$ cat src/rtl/seg_pkg.sv
// seg_pkg: shared codes, segment patterns and scan state type for the
// seven-segment scanner.
package seg_pkg;
    localparam logic [3:0] CODE_MINUS = 4'hE;
    localparam logic [3:0] CODE_BLANK = 4'hF;
    localparam logic [6:0] SEG_OFF    = 7'h7F;
    localparam logic [6:0] SEG_MINUS  = 7'h3F;
    typedef enum logic [0:0] {S_BLANK, S_DRIVE} state_t;
endpackage

$ cat src/rtl/seg7_decode.sv
// seg7_decode: nibble code to active-low {g,f,e,d,c,b,a} pattern;
// digits 0-9, minus sign, everything else dark.
module seg7_decode
    import seg_pkg::*;
(
    input  logic [3:0] code_i,
    output logic [6:0] seg_o
);
    always_comb begin
        seg_o = SEG_OFF;
        case (code_i)
            4'd0:       seg_o = 7'b1000000;
            4'd1:       seg_o = 7'b1111001;
            4'd2:       seg_o = 7'b0100100;
            4'd3:       seg_o = 7'b0110000;
            4'd4:       seg_o = 7'b0011001;
            4'd5:       seg_o = 7'b0010010;
            4'd6:       seg_o = 7'b0000010;
            4'd7:       seg_o = 7'b1111000;
            4'd8:       seg_o = 7'b0000000;
            4'd9:       seg_o = 7'b0010000;
            CODE_MINUS: seg_o = SEG_MINUS;
            default:    seg_o = SEG_OFF;
        endcase
    end
endmodule

$ cat src/rtl/seven_seg_scan.sv
// seven_seg_scan: double-buffered 4-digit common-anode scanner with dead-time
// blanking; define DISP_BLINK_EN to add the frame-rate blink input.
module seven_seg_scan
    import seg_pkg::*;
#(
    parameter int SCAN_DIV     = 50000,
    parameter int BLANK_CYCLES = 500,
    parameter int BLINK_FRAMES = 64
) (
    input  logic        clk,
    input  logic        reset,
    input  logic [15:0] signedBCD,
    input  logic        load,
`ifdef DISP_BLINK_EN
    input  logic        blink,
`endif
    output logic [3:0]  anode,
    output logic [6:0]  segments,
    output logic        frameStart
);
    localparam int CW = $clog2(SCAN_DIV);
    logic [CW-1:0] cnt_q, cnt_d;
    logic [1:0]    idx_q, idx_d;
    state_t        state_q, state_d;
    logic [15:0]   shadow_q, shadow_d, disp_q, disp_d;
    logic          pend_q, pend_d;
    logic [3:0]    anode_d;
    logic [6:0]    seg_d, dec;
    logic          fs_d, tc, wrap, off;

    seg7_decode u_dec (.code_i(disp_q[{idx_q, 2'b00} +: 4]), .seg_o(dec));

`ifdef DISP_BLINK_EN
    localparam int FW = $clog2(2 * BLINK_FRAMES);
    logic [FW-1:0] fc_q, fc_d;
    always_comb begin
        fc_d = !blink ? '0 : !wrap ? fc_q : fc_q == FW'(2 * BLINK_FRAMES - 1) ? '0 : fc_q + 1'b1;
        off  = blink && fc_q >= FW'(BLINK_FRAMES);
    end
    always_ff @(posedge clk or posedge reset) begin
        if (reset) fc_q <= '0;
        else       fc_q <= fc_d;
    end
`else
    assign off = 1'b0;
`endif

    always_comb begin
        tc       = cnt_q == CW'(SCAN_DIV - 1);
        wrap     = tc && idx_q == 2'd3;
        cnt_d    = tc ? '0 : cnt_q + 1'b1;
        idx_d    = tc ? idx_q + 2'd1 : idx_q;
        state_d  = cnt_d >= CW'(BLANK_CYCLES) ? S_DRIVE : S_BLANK;
        shadow_d = load ? signedBCD : shadow_q;
        // a load landing on the wrap edge goes straight to the display
        disp_d   = !wrap ? disp_q : load ? signedBCD : pend_q ? shadow_q : disp_q;
        pend_d   = !wrap && (load || pend_q);
        anode_d  = state_q == S_DRIVE && !off ? ~(4'b0001 << idx_q) : 4'hF;
        seg_d    = state_q == S_DRIVE ? dec : SEG_OFF;
        fs_d     = cnt_q == '0 && idx_q == 2'd0;
    end

    always_ff @(posedge clk or posedge reset) begin
        if (reset) begin
            cnt_q      <= '0;
            idx_q      <= '0;
            state_q    <= S_BLANK;
            shadow_q   <= 16'hFFFF;
            disp_q     <= 16'hFFFF;
            pend_q     <= 1'b0;
            anode      <= 4'hF;
            segments   <= SEG_OFF;
            frameStart <= 1'b0;
        end else begin
            cnt_q      <= cnt_d;
            idx_q      <= idx_d;
            state_q    <= state_d;
            shadow_q   <= shadow_d;
            disp_q     <= disp_d;
            pend_q     <= pend_d;
            anode      <= anode_d;
            segments   <= seg_d;
            frameStart <= fs_d;
        end
    end
endmodule

$ cat config.mk
export PLATFORM = sky130hd
export DESIGN_NAME = seven_seg_scan
export DESIGN_NICKNAME = d
export VERILOG_FILES = /design/src/rtl/seg_pkg.sv /design/src/rtl/seg7_decode.sv /design/src/rtl/seven_seg_scan.sv
export SDC_FILE = /design/constraint.sdc
export NUM_CORES = 1
export LEC_CHECK = 0
export CAP_MARGIN = 20
export CORE_ASPECT_RATIO = 1.1
export CORE_MARGIN = 2
export CORE_UTILIZATION = 40
export DETAILED_ROUTE_END_ITERATION = 10
export PLACE_DENSITY = 0.59
export SYNTH_ARGS = -nofsm -noshare
export SYNTH_HDL_FRONTEND = slang
export SYNTH_SLANG_ARGS = --single-unit
$ cat constraint.sdc
create_clock -name clk -period 2.5 [get_ports clk]
set_clock_uncertainty 0.2 [all_clocks]
set_input_delay 0.25 -clock clk [delete_from_list [all_inputs] [get_ports clk]]
set_output_delay 0.25 -clock clk [all_outputs]
set_load 0.01 [all_outputs]
==> impl_metrics.yaml, run 1 <==
clock_network:
  cts_tree: "built"
  h-tree-depth: 3
  root_buffer: "clkbuf_8"
  cts_made_buffers: 9
  cts_max_path_buffers: 2
  clock_latency_ps: 340
  clock-sinks: 64
  clk_pin_slew_ps: 70
  post_cts_buffers: 0
floorplanning:
  initial_core_util: 0.4175
  ios: 31
  std_cell_rows: 32
  fp.dieH_um: 94.46
  dieArea_um2: 8145
  die_w_um: 86.23
  coreArea_um2: 7127
critical_path:
  reg2reg_to: "disp_q[10]$_DFFE_PP1P_"
  cp_max_fo: 16
  required_ps: 2560
  worstRegToRegCells: 6
  critPathLaunchType: "register"
  end_kind: "register"
  reg2reg_slack_ps: 140
  arrival_ps: 2420
  worstSetupPathType: "reg -> reg"
  reg2reg_from: "cnt_q[5]$_DFF_PP0_"
route:
  drtAntennaViolNets: 0
  drtIter0Drc: 38
  route.vias.total: 1861
  drc: 0
  first_pass_iters: 4
  drt_wl_total_um: 5178
  vias_per_cell: 5.016
  wl_per_cell_um: 13.96
finish:
  fin_cells: 371
  syn_to_final_growth_pct: 23.89
  drive_above_1_share: 0.3601
  final_nets: 312
  n_antenna_cell: 0
  filler_cell_count: 623
power:
  irDropWorstVdd_uv: 297.4
  p_sw_frac: 0.1923
  power_frac_comb: 0.044
  p_int_mw: 1.781
  p_seq_frac: 0.493
  switchingPower_mw: 0.4239
  leakage_nw: 1.549
  pwr_density_cell_nw_per_um2: 598.1
  clockPowerShare: 0.463
grt:
  grt_max_degree: 43
  grt_overflow: 0
  grt_pass1_wl_um: 9315
  antenna_found_initial: 0
  global_route.usage.total: 0.1499
  grt_pass1_vias: 1905
yosys:
  synth_nets: 267
  async_flop_share: 1.000
  synth_edf_count: 0
  synthesis.area_um2: 2975
  ys_types: 39
  synth_seq_area_share: 0.5563
  ys_ff_latch: 64
  syn_inst: 237
  syn_avg_cell_area_um2: 12.55
  yosysWarnings: 0
  synth_top_flop_cell: "dfstp_2"
sta:
  finalSetupViolCount: 0
  slew_violations: 0
  slew_headroom: 0.6632
  rsz0062_at_grt: "no"
  max_clock_freq_ghz: 0.4231
  hold_ws_ps: 71.62
  fin_crit_ps: 2363
  min_period_over_period: 0.9453
  hold_violations: 0
  tightestPinTransition_ps: 504.4
placed_design:
  gp_congestion: 0.9586
  numPortBuffers: 30
  dp_cells: 356
  dp.final_hpwl_um: 3790
status:
  status: "completed"
min_path:
  hold_path.class: "in -> async"
flow_run:
  max-cap-violations: 0
[what timing repair did]
action,in CTS,in global routing
gates resized for setup,1,0
pin swaps,0,2
setup endpoints to repair,5,17
hold buffers,0,0
[cells in the mapped netlist, types with 2 or more instances]
cell	instances	share of area
dfrtp_1	21	0.18
inv_1	10	0.013
or2_2	2	0.0042
nand3_1	8	0.013
a31oi_1	2	0.0042
ha_1	11	0.046
and3_1	2	0.0042
nor3_1	5	0.0084
dfstp_2	43	0.38
mux2_2	22	0.083
or3_1	4	0.0084
clkbuf_1	7	0.0088
mux4_2	4	0.030
a21oi_1	7	0.012
nor2b_1	2	0.0042
o21ai_0	8	0.013
nor4_1	2	0.0042
nor2_1	15	0.019
nand2_1	15	0.019
nand4_1	2	0.0042
mux2_1	10	0.038
mux2i_1	2	0.0067
o211ai_1	2	0.0050
xnor2_1	6	0.018
xor2_1	11	0.032
[cell usage in the layout, fill, tap and decap left out, types with 5 or more instances in the layout]
cell type | Yosys | final
nor3_1 | 5 | 5
nand3_1 | 8 | 8
ha_1 | 11 | 11
xnor2_1 | 6 | 6
clkdlybuf4s50_1 | 0 | 30
nand2_1 | 15 | 15
mux2_2 | 22 | 22
a21oi_1 | 7 | 7
inv_1 | 10 | 9
buf_4 | 1 | 13
o21ai_0 | 8 | 8
clkbuf_8 | 0 | 10
xor2_1 | 11 | 11
nor2_1 | 15 | 15
dfrtp_1 | 21 | 21
mux2_1 | 10 | 10
dfstp_2 | 43 | 43
[power by group through the flow]
stage / logic (mW) / registers [mW] / clock network [mW]
2_1_floorplan: 0.0514 / 1.10 / 0
3_3_place_gp: 0.0993 / 1.10 / 0
3_5_place_dp: 0.100 / 1.11 / 0
4_1_cts: 0.100 / 1.09 / 1.05
5_1_grt: 0.108 / 1.09 / 1.11
6_report: 0.0965 / 1.09 / 1.02
[logic make-up (layout without fill, tap and decap cells)]
| group | count (synthesis) | in the layout | share of synthesized area |
|---|---|---|---|
| compound gates | 22 | 22 | 0.04289 |
| xor+xnor | 17 | 17 | 0.05004 |
| fa+ha+maj | 11 | 11 | 0.04626 |
| buf+inv | 21 | 70 | 0.03448 |
| flops | 64 | 64 | 0.5563 |
| mux | 38 | 38 | 0.1581 |
| simple gates | 64 | 64 | 0.1119 |
[worst max path at each step]
stage                        startpoint                endpoint  slack, ps  cells after the start
finish               cnt_q[5]$_DFF_PP0_  disp_q[10]$_DFFE_PP1P_        140                      6
global route         cnt_q[5]$_DFF_PP0_  disp_q[14]$_DFFE_PP1P_          9                      6
CTS                  cnt_q[5]$_DFF_PP0_  disp_q[14]$_DFFE_PP1P_          1                      6
detailed placement   cnt_q[5]$_DFF_PP0_   disp_q[7]$_DFFE_PP1P_         10                      6
global placement     cnt_q[5]$_DFF_PP0_   disp_q[8]$_DFFE_PP1P_         60                      6
floorplan           cnt_q[10]$_DFF_PP0_   disp_q[0]$_DFFE_PP1P_       -110                      8
[critical path, cell delays in order, from the launching register on]
cell and delay [ps]:
dfrtp_1 380, or3_1 370, or4_4 450, nor4_4 160, and3b_2 240, buf_12 150, mux2_2 340
[flip-flops by register name, indices dropped and copies added (netlist names), 2 cells and up]
name / cells
segments: 7
shadow_q: 16
idx_q: 2
cnt_q: 16
disp_q: 16
anode: 4
[routing by layer]
layer	vias to the layer above	GRT usage	part of all wire	wire length [um]
met5	-	0	0	0
met4	0	0.07813	0.021	111
met3	12	0.03759	0.036	185
met2	37	0.2209	0.46	2389
met1	911	0.2045	0.48	2492
li1	901	-	-	-
[area by class of cell]
cell class                 count  area, um^2  share of cell area
sequential                    64        1655              0.4491
clock buffer                  13       170.2             0.04616
clock inverter                 2       60.06             0.01629
multi-input combinational    152        1219              0.3306
inverter                      10       37.54             0.01018
tap                           85       106.4             0.02885
timing repair buffer          45       437.9              0.1188
[stage by stage]
stage | power, mW | setup slack, ps | TNS (ps) | area, um^2 | utilization
detailed placement | 1.205 | 11.76 | 0 | 3455 | 0.4847
CTS | 2.239 | 0.9723 | 0 | 3686 | 0.5172
global placement | 1.203 | 55.58 | 0 | 3455 | 0.4847
finish | 2.205 | 136.7 | 0 | 3686 | 0.5172
floorplan | 1.154 | -110.7 | -1107 | 2979 | -
global route | 2.306 | 8.666 | 0 | 3686 | 0.5172
Power figures use the tool's default switching activity.
==> run 2, diff against run 1 <==
Settings changed: PLACE_DENSITY 0.59 to 0.58, SYNTH_HIERARCHICAL set to 1.
==> run 2 against run 1 <==
Net effect:
- routed wire length up 8.3%
- fmax rose by 2.4%
- die area is 8.4% higher
- synthesized cell count rose by 12%
- power is 3.3% lower
- sequential power about the same
- combinational power up 2%
- via count is 6.2% higher
- register-to-register slack better by 60 ps
- sequential share of layout area down 2.0 points
==> impl_metrics.yaml, run 2 <==
critical_path:
  critPathLaunchType: "register"
  end_kind: "register"
  reg2reg_to: "state_q$_DFF_PP0_"
  arrival_ps: 2320
  cp_max_fo: 7
  reg2reg_from: "cnt_q[5]$_DFF_PP0_"
  reg2reg_slack_ps: 190
  slowest_delay_ps: 510
  crit_chain: "nand2_1 -> nor4_2 -> nand3_1 -> a2111oi_0 -> a21oi_1"
  required_ps: 2510
  worstSetupPathType: "reg -> reg"
  worstRegToRegCells: 5
  crit_slowest_cell: "dfrtp_1"
floorplanning:
  die_w_um: 89.77
  fp.dieH_um: 98.35
  dieArea_um2: 8828
  initial_core_util: 0.4113
  coreArea_um2: 7870
  ios: 31
  std_cell_rows: 34
clock_network:
  h-tree-depth: 3
  cts_tree: "built"
  post_cts_buffers: 0
  cts_max_path_buffers: 2
  cts_made_buffers: 9
  root_buffer: "clkbuf_8"
  clock_latency_ps: 340
  cts_hold_buf: 0
  clock-sinks: 64
  clk_pin_slew_ps: 70
finish:
  filler_cell_count: 740
  top_regs: "cnt_q x16, disp_q x16, shadow_q x16"
  n_antenna_cell: 0
  drive_above_1_share: 0.3767
  fin_cells: 408
  syn_to_final_growth_pct: 19.13
  layout_commonest_cell: "dfstp_2"
  final_cell_mix: "43 x dfstp_2, 30 x clkdlybuf4s50_1, 22 x mux2_2, 21 x dfrtp_1, 17 x nand2_1"
  final_nets: 325
  fin_util: 0.4900
  final_cell_area_um2: 3856
power:
  switchingPower_mw: 0.4483
  pwr_density_cell_nw_per_um2: 553.0
  p_seq_frac: 0.510
  power_frac_comb: 0.046
  clockPowerShare: 0.444
  leakage_nw: 1.613
  p_sw_frac: 0.2102
  finalPower_mw: 2.132
  p_int_mw: 1.684
  irDropWorstVdd_uv: 310.9
route:
  drtIter0Drc: 126
  route.vias.total: 1977
  drtAntennaViolNets: 0
  drt_wl_total_um: 5607
  vias_per_cell: 4.846
  drc: 0
  wl_per_cell_um: 13.74
  first_pass_iters: 4
yosys:
  synth_edf_count: 0
  syn_inst: 265
  post-synth-top-area-fraction: 0.3491
  syn_avg_cell_area_um2: 12.21
  synth_top_area_cell: "dfstp_2"
  synthesis.area_um2: 3237
  async_flop_share: 1.000
  synth_most_common_cell: "dfstp_2"
  synth_nets: 295
  yosysWarnings: 6
  synth_area_leaders: "dfstp_2 35%, dfrtp_1 16%, mux2_2 7.7%"
  synth_seq_area_share: 0.5114
  synthTopCellsByCount: "43 x dfstp_2, 22 x mux2_2, 21 x dfrtp_1"
  ys_ff_latch: 64
  ys_types: 50
  synth_top_flop_cell: "dfstp_2"
sta:
  tns_ps: 0
  rsz0062_at_grt: "no"
  max_clock_freq_ghz: 0.4333
  fin_crit_ps: 2308
  tightestPinTransition_ps: 467.8
  finalSetupViolCount: 0
  slew_headroom: 0.6855
  min_period_over_period: 0.9232
  slew_violations: 0
  hold_violations: 0
placed_design:
  dp.final_hpwl_um: 4055
  dp_cells: 392
  placed_area_um2: 3638
  numPortBuffers: 30
  gp_congestion: 0.8282
min_path:
  hold_path.class: "in -> async"
flow_run:
  max-cap-violations: 0
grt:
  global_route.usage.total: 0.1440
  grt_pass1_vias: 2025
  grt_max_degree: 32
  grt_pass1_wl_um: 9908
  grt_overflow: 0
  antenna_found_initial: 0
status:
  status: "completed"
-- run 2: changes by cell type after synthesis, sizes merged, moves of 3 or more --
| cell | previous run | this run |
|---|---|---|
| xor2 | 11 | 8 |
| clkbuf | 7 | 4 |
| nand4 | 2 | 5 |
| o21ai | 8 | 11 |
| buf | 4 | 14 |
| nand2b | 1 | 9 |
-- run 2: how the worst max path moves through the flow --
stage                    startpoint                     to  slack [ps]  depth (start not counted)
2_1_floorplan  idx_q[0]$_DFFE_PP0N_  segments[6]$_DFF_PP1_         230                          8
3_3_place_gp     cnt_q[0]$_DFF_PP0_    cnt_q[14]$_DFF_PP0_         210                          5
3_5_place_dp     cnt_q[0]$_DFF_PP0_    cnt_q[14]$_DFF_PP0_         160                          5
4_1_cts          cnt_q[0]$_DFF_PP0_    cnt_q[14]$_DFF_PP0_         140                          5
5_1_grt        idx_q[0]$_DFFE_PP0N_  segments[1]$_DFF_PP1_           5                          6
6_report         cnt_q[5]$_DFF_PP0_      state_q$_DFF_PP0_         190                          5
-- run 2: routing by layer --
layer,track usage,share of wire
met3,0.02855,0.032
met4,0.08876,0.027
met1,0.1924,0.48
met5,0,0
met2,0.2168,0.46
-- run 2: repair_timing --
action | 4_1_cts | 5_1_grt
setup endpoints to repair | 0 | 1
hold endpoints to repair | 0 | 0
gates resized for setup | 0 | 1
-- run 2: area by class of cell --
type | instances | area, um^2 | share of cell area
Inverter | 11 | 41.29 | 0.01071
Multi-Input combinational cell | 172 | 1444 | 0.3744
Sequential cell | 64 | 1655 | 0.4293
Clock inverter | 4 | 48.80 | 0.01265
Tap cell | 108 | 135.1 | 0.03504
Timing Repair Buffer | 37 | 365.4 | 0.09474
Clock buffer | 12 | 166.4 | 0.04315
-- run 2: power groups by stage --
stage	Combinational (mW)	Clock [mW]	Sequential [mW]
floorplan	0.0527	0	1.10
global placement	0.101	0	1.10
detailed placement	0.102	0	1.11
CTS	0.102	0.974	1.09
global route	0.110	1.02	1.09
finish	0.0981	0.946	1.09
-- run 2: stage by stage --
step | hold WS, ps | setup slack, ps
2_1_floorplan | 177.2 | 230.6
3_3_place_gp | 300.5 | 214.5
3_5_place_dp | 318.4 | 156.3
4_1_cts | 28.36 | 136.9
5_1_grt | 53.52 | 4.593
6_report | 19.74 | 192.0
-- run 2: kinds of logic (layout without fill, tap and decap cells) --
group | Yosys count | count (layout) | synth area share
AND/OR/NAND/NOR | 79 | 79 | 0.1500
flip-flops | 64 | 64 | 0.5114
multiplexers | 38 | 38 | 0.1569
buffers and inverters | 29 | 64 | 0.04329
AO/OA/AOI/OAI | 28 | 28 | 0.05257
XOR/XNOR | 16 | 16 | 0.04330
adder cells (fa/ha/maj) | 11 | 11 | 0.04252
-- run 2: critical path, delay by kind of cell (launching register included) --
family / cells / cell delay (ps)
AND/OR/NAND/NOR: 3 / 850
AO/OA/AOI/OAI: 2 / 610
flip-flops: 1 / 510
==> run 3, diff against run 2 <==
Settings changed: ABC_AREA set to 1.
==> run 3 against run 2 <==
Net effect:
- synthesized cell count up 38%
- register-to-register slack improved by 140 ps
- routed wire length is 6.2% higher
- sequential power is essentially flat
- via count grew 16%
- flip-flop and latch count is the same
- setup slack improved by 140 ps
- cell count increased by 27%
- worst hold slack better by 70 ps
- cell area rose by 0.58%
- non-clock buffer count fell by 4
- global-route usage rose by 0.92 points
==> impl_metrics.yaml, run 3 <==
status:
  status: "completed"
yosys:
  post-synth-top-area-fraction: 0.3516
  synth_most_common_cell: "nand2_1"
  synth_nets: 396
  yosys.area_share.simple: 0.2675
  synth_seq_area_share: 0.5152
  muxShareOfSynthArea: 0.06776
  synth_top_flop_cell: "dfstp_2"
  synth_top_family_by_area: "simple AND/OR/NAND/NOR gates"
  ys_ff_latch: 64
  synth_adder_area_share: 0.04283
  async_flop_share: 1.000
  synthXorXnorAreaFrac: 0.01090
  ys_types: 28
  yosysWarnings: 6
  synth_edf_count: 0
  synth_compound_area_frac: 0.02960
  synthesis.area_um2: 3213
  synthTopCellsByCount: "122 x nand2_1, 43 x dfstp_2, 41 x inv_1"
  syn_inst: 366
  syn_avg_cell_area_um2: 8.779
  synth_area_leaders: "dfstp_2 35%, dfrtp_1 16%, nand2_1 14%"
  synth_top_area_cell: "dfstp_2"
power:
  pwr_density_cell_nw_per_um2: 562.0
  finalPower_mw: 2.180
  irDropWorstVdd_uv: 303.7
  leakage_nw: 1.895
route:
  route.vias.total: 2303
  drc: 0
  drtIter0Drc: 81
  first_pass_iters: 4
  wl_met3_um: 193
  top_layer: "met4"
  wl_per_cell_um: 11.51
  drtAntennaViolNets: 0
  drt_wl_total_um: 5952
  wl_met2_um: 2745
  vias_per_cell: 4.455
  wl_met1_um: 2922
sta:
  slew_headroom: 0.6613
  slew_violations: 0
  hold_violations: 0
  max_clock_freq_ghz: 0.4610
  rsz0062_at_grt: "no"
  min_period_over_period: 0.8677
  hold_ws_ps: 90.20
  fin_ws_ps: 330.8
  tightestPinTransition_ps: 507.5
  tns_ps: 0
  fin_crit_ps: 2169
  finalSetupViolCount: 0
clock_network:
  clock_latency_ps: 350
  cts_tree: "built"
  clk_pin_slew_ps: 80
  cts_made_buffers: 9
  root_buffer: "clkbuf_8"
  cts_resized: 0
  h-tree-depth: 3
  cts_hold_buf: 0
  cts_max_path_buffers: 2
  post_cts_buffers: 0
  clock-sinks: 64
min_path:
  hold_path.class: "in -> async"
grt:
  grt_pass1_vias: 2222
  grt_overflow: 0
  grt_max_degree: 65
  grt_pass1_wl_um: 10350
  global_route.usage.total: 0.1532
  antenna_found_initial: 0
finish:
  final_nets: 434
  top_regs: "cnt_q x16, disp_q x16, shadow_q x16"
  final_cell_area_um2: 3879
  syn_to_final_growth_pct: 20.72
  final_cell_mix: "122 x nand2_1, 43 x dfstp_2, 40 x inv_1, 38 x nor2_1, 30 x clkdlybuf4s50_1"
  fin_cells: 517
  n_antenna_cell: 0
  drive_above_1_share: 0.2323
  layout_commonest_cell: "nand2_1"
  fin_util: 0.4928
critical_path:
  crit_slowest_cell: "dfrtp_1"
  end_kind: "register"
  required_ps: 2570
  cp_max_fo: 7
  reg2reg_to: "segments[3]$_DFF_PP1_"
  critPathLaunchType: "register"
  slowest_delay_ps: 460
  crit_chain: "inv_1 -> o21ai_0 -> o22ai_1 -> inv_1 -> ha_1 -> nand2_1 -> nand3_1 -> nand2_1 -> inv_1 -> nand2_1"
  worstSetupPathType: "reg -> reg"
  reg2reg_from: "idx_q[1]$_DFFE_PP0N_"
  arrival_ps: 2240
  worstRegToRegCells: 10
  reg2reg_slack_ps: 330
placed_design:
  dp_cells: 501
  gp_congestion: 0.8993
  pre_cts_slack_ps: 312.0
  dp.final_hpwl_um: 4347
  placed_area_um2: 3654
  numPortBuffers: 30
floorplanning:
  die_w_um: 89.46
  std_cell_rows: 34
  coreArea_um2: 7870
  fp.dieH_um: 98
  ios: 31
  initial_core_util: 0.4083
  dieArea_um2: 8767
flow_run:
  max-cap-violations: 0
run 3: changes by cell type after synthesis, sizes merged, moves of 13 or more:
cell	previous run	this run
nand2	17	129
inv	11	44
nor2	14	40
mux2	32	16
nand3	8	22
buf	14	1
run 3: final cells by class:
| cell class | count | area, um^2 |
|---|---|---|
| Sequential cell | 64 | 1655 |
| Clock inverter | 7 | 101.3 |
| Fill cell | 747 | 3991 |
| Inverter | 47 | 182.7 |
| Timing Repair Buffer | 33 | 335.3 |
| Tap cell | 108 | 135.1 |
| Clock buffer | 9 | 123.9 |
| Multi-Input combinational cell | 249 | 1345 |
run 3: worst max path at each step:
stage | from | to | slack, ps | depth (start not counted)
floorplan | idx_q[0]$_DFFE_PP0N_ | segments[3]$_DFF_PP1_ | 430 | 11
global placement | idx_q[1]$_DFFE_PP0N_ | segments[3]$_DFF_PP1_ | 340 | 10
detailed placement | idx_q[1]$_DFFE_PP0N_ | segments[3]$_DFF_PP1_ | 310 | 10
CTS | idx_q[1]$_DFFE_PP0N_ | segments[3]$_DFF_PP1_ | 310 | 10
global route | idx_q[1]$_DFFE_PP0N_ | segments[3]$_DFF_PP1_ | 120 | 10
finish | idx_q[1]$_DFFE_PP0N_ | segments[3]$_DFF_PP1_ | 330 | 10
run 3: cells by family (layout without fill, tap and decap cells):
family          after synthesis  after routing
compound gates               17             17
mux                          16             16
simple gates                201            201
buf+inv                      53             96
xor+xnor                      4              4
fa+ha+maj                    11             11
flops                        64             64
run 3: metal layers:
| layer | vias up | track usage |
|---|---|---|
| met5 | - | 0 |
| met4 | 0 | 0.05855 |
| met3 | 8 | 0.03804 |
| met2 | 37 | 0.2319 |
| met1 | 1033 | 0.2105 |
| li1 | 1225 | - |
run 3: worst max-delay path: cells and delay by family, from the launching register on:
| family | cells | cell delay, ps |
|---|---|---|
| flops | 1 | 460 |
| compound gates | 2 | 430 |
| simple gates | 4 | 270 |
| fa+ha+maj | 1 | 310 |
| buf+inv | 3 | 420 |
run 3: power breakdown:
| part | switching [mW] | total [mW] | internal (mW) |
|---|---|---|---|
| Clock | 0.435 | 1.01 | 0.572 |
| Sequential | 0.00559 | 1.08 | 1.08 |
| Combinational | 0.0506 | 0.0909 | 0.0403 |
==> RTL edit (flow settings as in run 3) <==
`SCAN_DIV`: 50000 -> 25000.
--- a/src/rtl/seven_seg_scan.sv
+++ b/src/rtl/seven_seg_scan.sv
@@ -3,7 +3,7 @@
 module seven_seg_scan
     import seg_pkg::*;
 #(
-    parameter int SCAN_DIV     = 50000,
+    parameter int SCAN_DIV     = 25000,
     parameter int BLANK_CYCLES = 500,
     parameter int BLINK_FRAMES = 64
 ) (
Function: no difference found for any inputs over 10 cycles, from zero or initial values and one cycle with reset high; that may be too few to reach the edited logic, so the function may still have changed.
==> RTL edit against run 3 <==
Synthesized cell count increased by 5.5%. Die area rose by 2.8%. Total power is 0.92% lower. Utilization fell by 0.17 points. Fmax is 3.1% lower. Via count grew 7.3%. Worst setup slack lost 0.070 ns. Final cell count up 3.3%. Synthesized area increased by 3.0%. Routed wire length increased by 8.7%. Design area grew 0.74%. Sequential cell count shrank 1.
==> RTL edit: results (changes against run 3) <==
| Metric | Value |
|---|---|
| Status | `completed` |
| Initial antenna violation count | `0 (unchanged)` |
| Placed wire-length estimate | `4690 um (+8.0%)` |
| Synth area leaders | `dfstp_2 34%, dfrtp_1 15%, nand2_1 13%` |
| Commonest cells in the netlist | `115 x nand2_1, 47 x inv_1, 43 x dfstp_2` |
| Post-DP Area | `3700 um^2 (+1.4%)` |
| Vias in the first global route | `2513 (+13%)` |
| Initial drt markers | `86 (+6.2%)` |
| Via density | `4.63 (+3.8%)` |
| Layout Nets | `451 (+3.9%)` |
| Largest delay share family, worst path | `buffers and inverters` |
| Max-slew headroom | `0.661 (-0.000680)` |
| Slowest-stage cell, CP | `dfrtp_1` |
| Pre-CTS WS | `0.278 ns (-0.0340 ns)` |
| WL final | `6470 um (+8.7%)` |
| First-pass GRT wire length | `11300 um (+9.1%)` |
| Largest net degree at the start of global routing | `64 (-1.5%)` |
| Met1 Use GR | `0.192 (-0.0182)` |
| Slowest stage delay, CP | `0.51 ns (+0.05 ns)` |
| Routability Congestion | `0.908 (+0.97%)` |
| Fill count | `784 (+5.0%)` |
| Top flop regs | `disp_q (16), shadow_q (16), cnt_q (15)` |
| Gr usage total | `0.157 (+0.00376)` |
| Worst-skew pair later-pin latency | `0.34 ns` |
| Share of layout cells above drive strength 1 | `0.249 (+0.0166)` |
| Grt met3 use | `0.0295 (-0.00849)` |
| VDD IR-drop max | `0.305 mV (+0.49%)` |
| Leakage | `1.83 nW (-3.3%)` |
| Met2 Use GR | `0.268 (+0.0362)` |
| Ys Warns | `6 (unchanged)` |
| Crit Path Max Fanout | `11 (+4)` |
| Syn Nets | `416 (+5.1%)` |
| Register area share after synthesis | `0.493 (-0.0224)` |
[RTL edit: changes by cell type after synthesis, moves of 6 or more]
cell,before,now
mux2_2,6,0
a31oi_2,0,14
nand2_1,122,115
mux2_4,10,0
nor2_2,0,16
nand3_1,21,27
inv_1,41,47
[RTL edit: logic make-up after synthesis]
logic type                 synth area share
AOI/OAI and AO/OA                    0.0859
xor gates and xnor gates            0.00794
adders and majority gates            0.0416
buffers and inverters                0.0843
DFF                                   0.493
and+or+nand+nor                       0.287
[RTL edit: worst register-to-register path, stage by stage (launching register included)]
cell and delay, ns:
dfrtp_1 0.51, clkinv_1 0.32, o21ai_0 0.24, o22ai_1 0.18, inv_1 0.18, ha_1 0.25, nand2_1 0.09, nand3_1 0.08
nand2_1 0.06, inv_1 0.04, nand2_1 0.05
[RTL edit: final cells by class]
type	count	area, um^2	share of cell area
sequential	63	1630	0.417
multi-input combinational	263	1400	0.358
timing repair buffer	33	348	0.0890
clock buffer	14	194	0.0496
inverter	51	191	0.0490
tap	108	135	0.0346
clock inverter	2	10.0	0.00256
[RTL edit: power by group]
group          switching (mW)  internal [mW]
clock                   0.382          0.499
sequential             0.0187           1.09
combinational          0.0977         0.0728
total                   0.498           1.66
[RTL edit: worst paths after layout]
check,start,to,slack (ns),depth (start not counted)
max,idx_q[0],segments[3],0.26,10
min in group clk,signedBCD[15],shadow_q[15],0.26,3
max in group asynchronous,reset,disp_q[0],1.70,3
max reg2reg,idx_q[0],segments[3],0.26,10
min reg2reg,shadow_q[13],shadow_q[13],0.28,2
min,reset,cnt_q[4],0.1,3
[RTL edit: layer usage]
metal  share of wire  routed length [um]
met3           0.032                 208
met2            0.48                3120
met5               0                   0
met4           0.025                 159
met1            0.46                2980
[RTL edit: metrics by stage]
stage	std cells	hold slack (ns)
final	534	0.0962
after CTS	534	0.0949
after global routing	534	0.128
after detailed placement	518	0.280
after global placement	518	0.272
after floorplan	386	0.167
